$ cat src/rtl/mem_pkg.sv
// Shared data-memory definitions: func3 encodings, byte-select masks, exception causes and LSU states.
// Used by lsu and lsu_fmt; the split-access option is controlled by LSU_MISALIGN_EN in lsu.sv.
package mem_pkg;

  localparam logic [63:0] DMEM_BASE = 64'h8000_0000;

  localparam logic [2:0] F3_B   = 3'b000;
  localparam logic [2:0] F3_H   = 3'b001;
  localparam logic [2:0] F3_W   = 3'b010;
  localparam logic [2:0] F3_D   = 3'b011;
  localparam logic [2:0] F3_BU  = 3'b100;
  localparam logic [2:0] F3_HU  = 3'b101;
  localparam logic [2:0] F3_WU  = 3'b110;
  localparam logic [2:0] F3_BAD = 3'b111;

  localparam logic [7:0] SEL_B = 8'b0000_0001;
  localparam logic [7:0] SEL_H = 8'b0000_0011;
  localparam logic [7:0] SEL_W = 8'b0000_1111;
  localparam logic [7:0] SEL_D = 8'b1111_1111;

  localparam logic [3:0] EXC_ILLEGAL     = 4'd2;
  localparam logic [3:0] EXC_LD_MISALIGN = 4'd4;
  localparam logic [3:0] EXC_LD_FAULT    = 4'd5;
  localparam logic [3:0] EXC_ST_MISALIGN = 4'd6;
  localparam logic [3:0] EXC_ST_FAULT    = 4'd7;

  typedef enum logic [1:0] {
    S_IDLE   = 2'd0,
    S_ACCESS = 2'd1,
    S_RESP   = 2'd2
  } state_t;

  function automatic logic [3:0] misalign_code(input logic store);
    return store ? EXC_ST_MISALIGN : EXC_LD_MISALIGN;
  endfunction

endpackage

$ cat src/rtl/lsu_fmt.sv
// Combinational access formatter: access size and byte-select from func3, alignment check,
// and sign/zero extension of right-aligned load data.
module lsu_fmt
  import mem_pkg::*;
(
  input  logic [1:0]  size_code,
  input  logic [2:0]  addr_lo,
  input  logic [2:0]  ext_func3,
  input  logic [63:0] raw,
  output logic [3:0]  size,
  output logic [7:0]  word_sel,
  output logic        misaligned,
  output logic [63:0] ext_data
);

  // NOTE: every output of a combinational block gets a default first so no path leaves it unassigned (no latch).
  always_comb begin
    size       = 4'd1;
    word_sel   = SEL_B;
    misaligned = 1'b0;
    case (size_code)
      2'b01: begin
        size       = 4'd2;
        word_sel   = SEL_H;
        misaligned = addr_lo[0];
      end
      2'b10: begin
        size       = 4'd4;
        word_sel   = SEL_W;
        misaligned = |addr_lo[1:0];
      end
      2'b11: begin
        size       = 4'd8;
        word_sel   = SEL_D;
        misaligned = |addr_lo;
      end
      default: ;
    endcase
  end

  always_comb begin
    ext_data = raw;
    case (ext_func3)
      F3_B:    ext_data = {{56{raw[7]}},  raw[7:0]};
      F3_H:    ext_data = {{48{raw[15]}}, raw[15:0]};
      F3_W:    ext_data = {{32{raw[31]}}, raw[31:0]};
      F3_BU:   ext_data = {56'd0, raw[7:0]};
      F3_HU:   ext_data = {48'd0, raw[15:0]};
      F3_WU:   ext_data = {32'd0, raw[31:0]};
      default: ext_data = raw;
    endcase
  end

endmodule

$ cat src/rtl/lsu.sv
// Load/store unit: one request at a time, IDLE -> ACCESS -> RESP, registered response with valid/ready.
// Define LSU_MISALIGN_EN to split misaligned accesses into byte accesses instead of trapping them.
module lsu
  import mem_pkg::*;
#(
  parameter int XLEN = 64
) (
  input  logic            clk,
  input  logic            rst,
  input  logic            req_valid,
  output logic            req_ready,
  input  logic            req_is_load,
  input  logic            req_is_store,
  input  logic [2:0]      req_func3,
  input  logic [XLEN-1:0] req_base,
  input  logic [XLEN-1:0] req_imm,
  input  logic [XLEN-1:0] req_wdata,
  output logic            resp_valid,
  input  logic            resp_ready,
  output logic [XLEN-1:0] resp_data,
  output logic            resp_exc_en,
  output logic [3:0]      resp_exc_code,
  output logic [XLEN-1:0] resp_exc_val,
  output logic            we_dmem,
  output logic            is_LOAD,
  output logic [7:0]      dmem_word_sel,
  output logic [XLEN-1:0] r_dmem_addr,
  output logic [XLEN-1:0] w_dmem_data,
  output logic [2:0]      func3,
  input  logic [XLEN-1:0] dmem_data,
  input  logic            exc_en,
  input  logic [3:0]      exc_code,
  input  logic [XLEN-1:0] exc_val
);

  state_t          state, state_next;
  logic [XLEN-1:0] ea, wdata, asm_data;
  logic [2:0]      f3, cnt;
  logic            op_store, split;

  logic [XLEN-1:0] ea_req, asm_next, ext_raw, ext_data;
  logic [3:0]      size;
  logic [7:0]      sel;
  logic            legal, mis, mis_trap, split_req, last;

  // The memory reports its own faulting address; the response always carries the effective address.
  logic unused_exc_val;
  assign unused_exc_val = ^exc_val;

  assign ea_req = req_base + req_imm;
  assign legal  = (req_is_load ^ req_is_store)
                && !(req_is_load && req_func3 == F3_BAD)
                && !(req_is_store && req_func3[2]);

`ifdef LSU_MISALIGN_EN
  assign mis_trap  = 1'b0;
  assign split_req = mis;
`else
  assign mis_trap  = mis;
  assign split_req = 1'b0;
`endif

  assign asm_next = asm_data | ({{(XLEN-8){1'b0}}, dmem_data[7:0]} << {cnt, 3'b000});
  assign ext_raw  = split ? asm_next : dmem_data;
  assign last     = ({1'b0, cnt} == size - 4'd1);

  lsu_fmt u_fmt (
    .size_code  (state == S_IDLE ? req_func3[1:0] : f3[1:0]),
    .addr_lo    (ea_req[2:0]),
    .ext_func3  (f3),
    .raw        (ext_raw),
    .size       (size),
    .word_sel   (sel),
    .misaligned (mis),
    .ext_data   (ext_data)
  );

  // NOTE: sequential state is updated with non-blocking assignments so every flop samples pre-edge values.
  always_ff @(posedge clk or posedge rst) begin
    if (rst) state <= S_IDLE;
    else     state <= state_next;
  end

  always_comb begin
    state_next    = state;
    req_ready     = 1'b0;
    resp_valid    = 1'b0;
    we_dmem       = 1'b0;
    is_LOAD       = 1'b0;
    dmem_word_sel = '0;
    r_dmem_addr   = '0;
    w_dmem_data   = '0;
    func3         = '0;
    case (state)
      S_IDLE: begin
        req_ready = 1'b1;
        if (req_valid) state_next = (!legal || mis_trap) ? S_RESP : S_ACCESS;
      end
      S_ACCESS: begin
        we_dmem = op_store;
        is_LOAD = !op_store;
        if (split) begin
          dmem_word_sel = SEL_B;
          r_dmem_addr   = ea + {{(XLEN-3){1'b0}}, cnt};
          w_dmem_data   = wdata >> {cnt, 3'b000};
          func3         = op_store ? F3_B : F3_BU;
          if (exc_en || last) state_next = S_RESP;
        end else begin
          dmem_word_sel = sel;
          r_dmem_addr   = ea;
          w_dmem_data   = wdata;
          func3         = f3;
          state_next    = S_RESP;
        end
      end
      S_RESP: begin
        resp_valid = 1'b1;
        if (resp_ready) state_next = S_IDLE;
      end
      default: state_next = S_IDLE;
    endcase
  end

  always_ff @(posedge clk or posedge rst) begin
    if (rst) begin
      ea            <= '0;
      wdata         <= '0;
      asm_data      <= '0;
      f3            <= '0;
      cnt           <= '0;
      op_store      <= 1'b0;
      split         <= 1'b0;
      resp_data     <= '0;
      resp_exc_en   <= 1'b0;
      resp_exc_code <= '0;
      resp_exc_val  <= '0;
    end else begin
      case (state)
        S_IDLE: if (req_valid) begin
          ea            <= ea_req;
          f3            <= req_func3;
          op_store      <= req_is_store;
          wdata         <= req_wdata;
          cnt           <= '0;
          asm_data      <= '0;
          split         <= split_req;
          resp_data     <= '0;
          resp_exc_en   <= 1'b0;
          resp_exc_code <= '0;
          resp_exc_val  <= '0;
          if (!legal) begin
            resp_exc_en   <= 1'b1;
            resp_exc_code <= EXC_ILLEGAL;
          end else if (mis_trap) begin
            resp_exc_en   <= 1'b1;
            resp_exc_code <= misalign_code(req_is_store);
            resp_exc_val  <= ea_req;
          end
        end
        S_ACCESS: begin
          if (exc_en) begin
            resp_exc_en   <= 1'b1;
            resp_exc_code <= exc_code;
            resp_exc_val  <= ea;
            resp_data     <= '0;
          end else if (!split || last) begin
            resp_exc_en   <= 1'b0;
            resp_exc_code <= '0;
            resp_exc_val  <= '0;
            resp_data     <= op_store ? '0 : ext_data;
          end else begin
            cnt      <= cnt + 3'd1;
            asm_data <= asm_next;
          end
        end
        default: ;
      endcase
    end
  end

endmodule

$ cat config.mk
export PLATFORM = sky130hd
export DESIGN_NAME = lsu
export DESIGN_NICKNAME = d
export VERILOG_FILES = /design/src/rtl/mem_pkg.sv /design/src/rtl/lsu_fmt.sv /design/src/rtl/lsu.sv
export SDC_FILE = /design/constraint.sdc
export NUM_CORES = 1
export LEC_CHECK = 0
export ABC_AREA = 1
export BUFFER_PORTS_ARGS = -buffer_cell sky130_fd_sc_hd__clkbuf_2
export CORE_AREA = 4 4 236 238
export CTS_BUF_LIST = sky130_fd_sc_hd__clkbuf_2 sky130_fd_sc_hd__clkbuf_4 sky130_fd_sc_hd__clkbuf_8
export CTS_CLUSTER_DIAMETER = 30
export DETAILED_ROUTE_END_ITERATION = 7
export DIE_AREA = 0 0 240 242
export PLACE_DENSITY = 0.68
export SYNTH_ARGS = -nofsm -noshare
export SYNTH_HDL_FRONTEND = slang
export SYNTH_SLANG_ARGS = --single-unit
$ cat constraint.sdc
create_clock -name clk -period 9.1 [get_ports clk]
set_clock_uncertainty 0.05 [all_clocks]
set_input_delay 0.455 -clock clk [delete_from_list [all_inputs] [get_ports clk]]
set_output_delay 0.455 -clock clk [all_outputs]
set_load 0.03 [all_outputs]
==> results of run 1 <==
-- final timing paths --
check / startpoint / end / depth (start not counted)
max in group asynchronous: rst / wdata[7] / 4
max: state[0] / r_dmem_addr[37] / 6
min: req_wdata[32] / wdata[32] / 3
max reg2reg: state[0] / resp_exc_val[59] / 8
min reg2reg: resp_data[59] / resp_data[59] / 2
min in group asynchronous: rst / resp_exc_code[3] / 3
-- power by group through the flow --
stage,Combinational [uW],Sequential [uW],Clock (uW)
4_1_cts,2540,1870,1500
3_5_place_dp,2500,1890,0
3_3_place_gp,2480,1870,0
6_report,2530,1870,1470
5_1_grt,2780,1920,1560
2_1_floorplan,1400,2190,0
-- worst reg2reg max path: cells and delay by family, from the launching register on --
| kind | cells | cell delay, ns |
|---|---|---|
| flip-flops | 1 | 0.44 |
| AND/OR/NAND/NOR | 3 | 0.57 |
| AO/OA/AOI/OAI | 2 | 0.48 |
| buffers and inverters | 3 | 1.67 |
-- cell type report --
class                      instances  share of cell area
tap                              696              0.0382
antenna                            5            0.000548
clock buffer                      75              0.0422
clock inverter                    30              0.0157
inverter                         483              0.0806
sequential                       267               0.293
multi-input combinational       1813               0.382
timing repair buffer             611               0.147
-- flip-flops by register name, summed over array words and instances, names as in the netlist --
register       count
op_store           1
state              2
ea                64
resp_exc_en        1
resp_exc_code      4
resp_data         64
resp_exc_val      64
f3                 3
wdata             64
-- per-layer routing --
metal | routed length, um | share of wire
met2 | 34500 | 0.48
met1 | 29200 | 0.40
met5 | 0 | 0
met4 | 3850 | 0.053
met3 | 4750 | 0.066
-- metrics by stage --
step / hold WS (ns) / worst slack (ns) / utilization
2_1_floorplan: 0.403 / 1.24 / -
3_3_place_gp: 0.413 / 5.76 / 0.390
3_5_place_dp: 0.419 / 5.75 / 0.390
4_1_cts: 0.00255 / 5.24 / 0.425
5_1_grt: 0.0240 / 5.13 / 0.426
6_report: 0.0530 / 5.27 / 0.426
-- placed cells by master (no fill, tap or decap), types with 7 or more instances in the layout --
master         instances
nand3_2               30
nand3b_1              13
clkinvlp_4             7
o21ai_0              171
a32o_1                 7
nor2_1               330
o31ai_1               27
nand2_1              817
a21oi_2               24
nand3_1               81
xor2_1                29
inv_1                473
a21oi_1              173
clkbuf_4              11
buf_4                 10
ha_1                  63
dlygate4sd3_1         56
nor3_1                16
clkbuf_8              64
dfrtp_1              267
clkbuf_2             545
-- kinds of logic after synthesis --
kind of cell | after synthesis | synth area share
xor+xnor | 32 | 0.0158
fa+ha+maj | 64 | 0.0456
buf+inv | 578 | 0.131
simple gates | 1305 | 0.302
compound gates | 412 | 0.129
flops | 267 | 0.377
-- what timing repair did --
| action | in CTS | in global routing |
|---|---|---|
| hold buffers | 56 | 0 |
| hold endpoints to repair | 115 | 0 |
| gates resized for setup | 0 | 0 |
| setup buffers | 0 | 0 |
==> reports/results.ini, run 1 <==
[placement]
hpwl_um=56300
portBuffers=545
placedCellCount=3814
postPlaceCellArea_mm2=0.0209
gp_congestion=0.946

[finish]
syn_to_final_growth_pct=28.6
layout.cells.non_filler=3980
nFillCells=5673
final_nets=3631
stdcell_area_mm2=0.0228
drive_gt1_frac=0.224
multi_input_area_mm2=0.00873
regArea_mm2=0.00668

[global_route]
overflow=0
grt_pass1_vias=17800
met3_usage=0.0368
grt_max_degree=177
grt_util_met1=0.294
top_usage_layer=met2
grtUsageMet2=0.407
antenna_found_initial=3
grtUsageTotal=0.238
grt_pass1_wl_um=107000

[pwr]
pwr-share-clk=0.250
ir_drop_mv=0.135
finalPower_uw=5870
comb_power_share=0.431
seqPwrFrac=0.319
switchingPower_uw=2650
switching_share=0.451
p_int_uw=3220
power_density_mw_per_mm2=257
power.leakage_uw=0.0130

[job]
cap_viol_max_count=0

[floorplan]
start_util=0.331
fp.coreArea_mm2=0.0536
rows=85
die_x_um=240
design.die.area_mm2=0.0581
die_y_um=242
io_pins=610

[logic_synthesis]
postSynthAreaPerCell_um2=6.67
yosys.area.top_type_share=0.377
syn_inst=2658
yosys.area.top_type=dfrtp_1
synth_fp_nets=3056
synth_seq_cells=267
synth.cell_area_mm2=0.0177
yosysMostFrequentCell=nand2_1
yosys-top-cells-count=nand2_1, inv_1, nor2_1
synth.top_cells.by_area=dfrtp_1, nand2_1, inv_1
synth_cell_types=46
ys.flop_type=dfrtp_1
synthArstFlopShare=1.00
yosys_warnings=0
seq_area_frac_synth=0.377
synth-edff-count=0

[route]
ant_nets=0
detail_route.wl_per_cell_um=18.2
drc=0
vias_per_cell=4.69
wl_um=72300
drt_pass1_iterations=6
dr_total_vias=18700
drt_iter0_drc=1139

[timing]
tightestPinTransition_ns=1.19
layout_min_cycle_time_ns=3.83
max_slew_margin=0.206
hold_viol=0
max_freq_mhz=261
rsz0062_at_grt=false
maxSlewViolCount=0
period_share=0.421
setup_tns_ns=0
setup_viol=0

[critical_path]
crit_fanout=74
path_delay_family=buffers and inverters
critPathKind=reg2out
path_cells=inv_2 > nor2_4 > inv_4 > buf_4 > nor2_1 > clkbuf_2
arrival_ns=3.32
cp.buffers_inverters=4
startpoint_type=register
cp_data_required_time_ns=8.60
endpoint_kind=output pin
crit_slowest_cell=buf_4
slowest_delay_ns=0.81
reg2reg_slack_ns=5.81

[clock_tree]
htree_levels=2
cts_inserted_buffers=57
clock_sinks=267
cts_tree=yes
clk_pin_slew_ns=0.07
clkLatencyLatePin_ns=0.60
clk_path_buf_depth=3
root_buffer=clkbuf_8

[outcome]
outcome=complete, no violations

[hold_path]
worstHoldPathType=in2reg

Power figures use the tool's default switching activity.
==> run 2: changes to the inputs <==
PLACE_DENSITY = 0.7   (was 0.68)
clock period = 3.3 ns   (was 9.1 ns; I/O delays follow)
==> run 2 against run 1 <==
Against the previous run:
- final cell count rose by 2.2%
- final area rose by 4.1%
- power rose to 2.8 times the previous value
- clock power rose to 2.6 times the previous value
- sequential power rose to 2.8 times the previous value
- flip-flop and latch count did not move
- non-clock buffer count rose by 101
- largest cell class unchanged
==> reports/results.ini, run 2 (synthesis gave the netlist of run 1 again) <==
[floorplan]
die_y_um=242
rows=85
die_x_um=240
io_pins=610
fp.coreArea_mm2=0.0536
start_util=0.331
design.die.area_mm2=0.0581

[placement]
postPlaceCellArea_mm2=0.0211
portBuffers=545
hpwl_um=57200
pre_cts_slack_ns=0.572
gp_congestion=1.03

[critical_path]
path_cells=dlygate4sd3_1 > clkbuf_2 > ha_1 > fa_1 > xor2_1 > a21oi_1 > nor2_1 > o21a_2 > or2_1 > nand2_1 > a21oi_1 > dlygate4sd3_1
reg2reg_slack_ns=0.39
critPathKind=in2reg
slowest_delay_ns=0.56
r2r-start=state[0]
startpoint_type=input pin
crit_slowest_cell=dlygate4sd3_1
endpoint_kind=register
arrival_ns=3.40
crit_fanout=4
cp_data_required_time_ns=3.77
rr_endpoint=resp_exc_code[1]
path_delay_family=buffers and inverters
reg2reg_depth=7
cp.buffers_inverters=3

[global_route]
antenna_found_initial=2
grt_pass1_wl_um=110000
overflow=0
grt_pass1_vias=18800
grt_max_degree=158
grtUsageTotal=0.242

[clock_tree]
root_buffer=clkbuf_8
cts_setup_buffers=0
clk_pin_slew_ns=0.07
clock_sinks=267
clkLatencyLatePin_ns=0.58
cts_resized=0
cts_inserted_buffers=52
clk_path_buf_depth=3
htree_levels=2
cts_tree=yes

[timing]
rsz0062_at_grt=false
maxSlewViolCount=0
layout_min_cycle_time_ns=2.93
hold_viol=0
max_slew_margin=0.274
max_freq_mhz=341
setup_viol=0
postLayoutSetupSlackWorst_ns=0.370
tightestPinTransition_ns=1.09
period_share=0.888

[finish]
syn_to_final_growth_pct=33.9
layout_commonest_cell=nand2_1
final_cell_mix=nand2_1, clkbuf_2, inv_1
fin_util=0.443
stdcell_area_mm2=0.0238
multi_input_area_mm2=0.00873
final_nets=3727
drive_gt1_frac=0.218
regArea_mm2=0.00668
nFillCells=5519

[route]
vias_per_cell=4.80
dr_total_vias=19500
drc=0
ant_nets=0
drt_iter0_drc=1143
wl_um=74100
detail_route.wl_per_cell_um=18.2
drt_pass1_iterations=6

[job]
cap_viol_max_count=0

[hold_path]
whs_path_depth=4
worstHoldPathType=in2reg
holdPathEnd=ea[0]
holdCritStartpoint=req_base[0]

[pwr]
power_density_mw_per_mm2=681
power.leakage_uw=0.0134
ir_drop_mv=0.477

[outcome]
outcome=complete, no violations

run 2: per-stage QoR:
step | hold slack [ns] | power [uW] | setup TNS, ns | cells
after floorplan | 0.236 | 9900 | -117.61 | 2658
after global placement | 0.238 | 12100 | 0 | 3826
after detailed placement | 0.244 | 12200 | 0 | 3826
after CTS | 0.0118 | 16200 | 0 | 4063
after global routing | 0.0323 | 17200 | 0 | 4065
final | 0.0521 | 16200 | 0 | 4066
run 2: per-layer routing:
layer  wire [um]  part of all wire  global-route usage
met1       29300              0.40               0.287
met2       34700              0.47               0.407
met3        4870             0.066              0.0480
met4        5270             0.071               0.141
met5           0                 0                   0
run 2: area by class of cell:
class,count,share of cell area
Multi-Input combinational cell,1813,0.367
Sequential cell,267,0.281
Timing Repair Buffer,712,0.187
Inverter,483,0.0771
Clock buffer,70,0.0385
Tap cell,696,0.0367
Clock inverter,22,0.0117
Antenna cell,3,0.000316
run 2: repair_timing:
action                     CTS  global route
hold endpoints to repair   163             0
setup endpoints to repair    0             0
hold buffers               145             0
run 2: worst max path at each step:
stage,start,endpoint,slack [ns],depth (start not counted)
3_3_place_gp,req_base[0],resp_exc_val[30],0.58,14
4_1_cts,state[0],resp_exc_code[1],0.40,7
2_1_floorplan,rst,ea[0],-0.44,1
6_report,req_imm[0],resp_exc_code[1],0.37,12
5_1_grt,state[0],resp_exc_code[1],0.28,7
3_5_place_dp,req_base[0],resp_exc_val[30],0.57,14
run 2: worst min-delay path, cell delays in order:
cell and delay, ns:
clkbuf_2 0.08, ha_1 0.26, nand2_1 0.07, o21ai_0 0.07
run 2: power by group:
group	switching, uW	total (uW)	internal [uW]
Clock	1540	3760	2220
Combinational	5230	7280	2050
Sequential	568	5150	4580
Total	7340	16200	8850
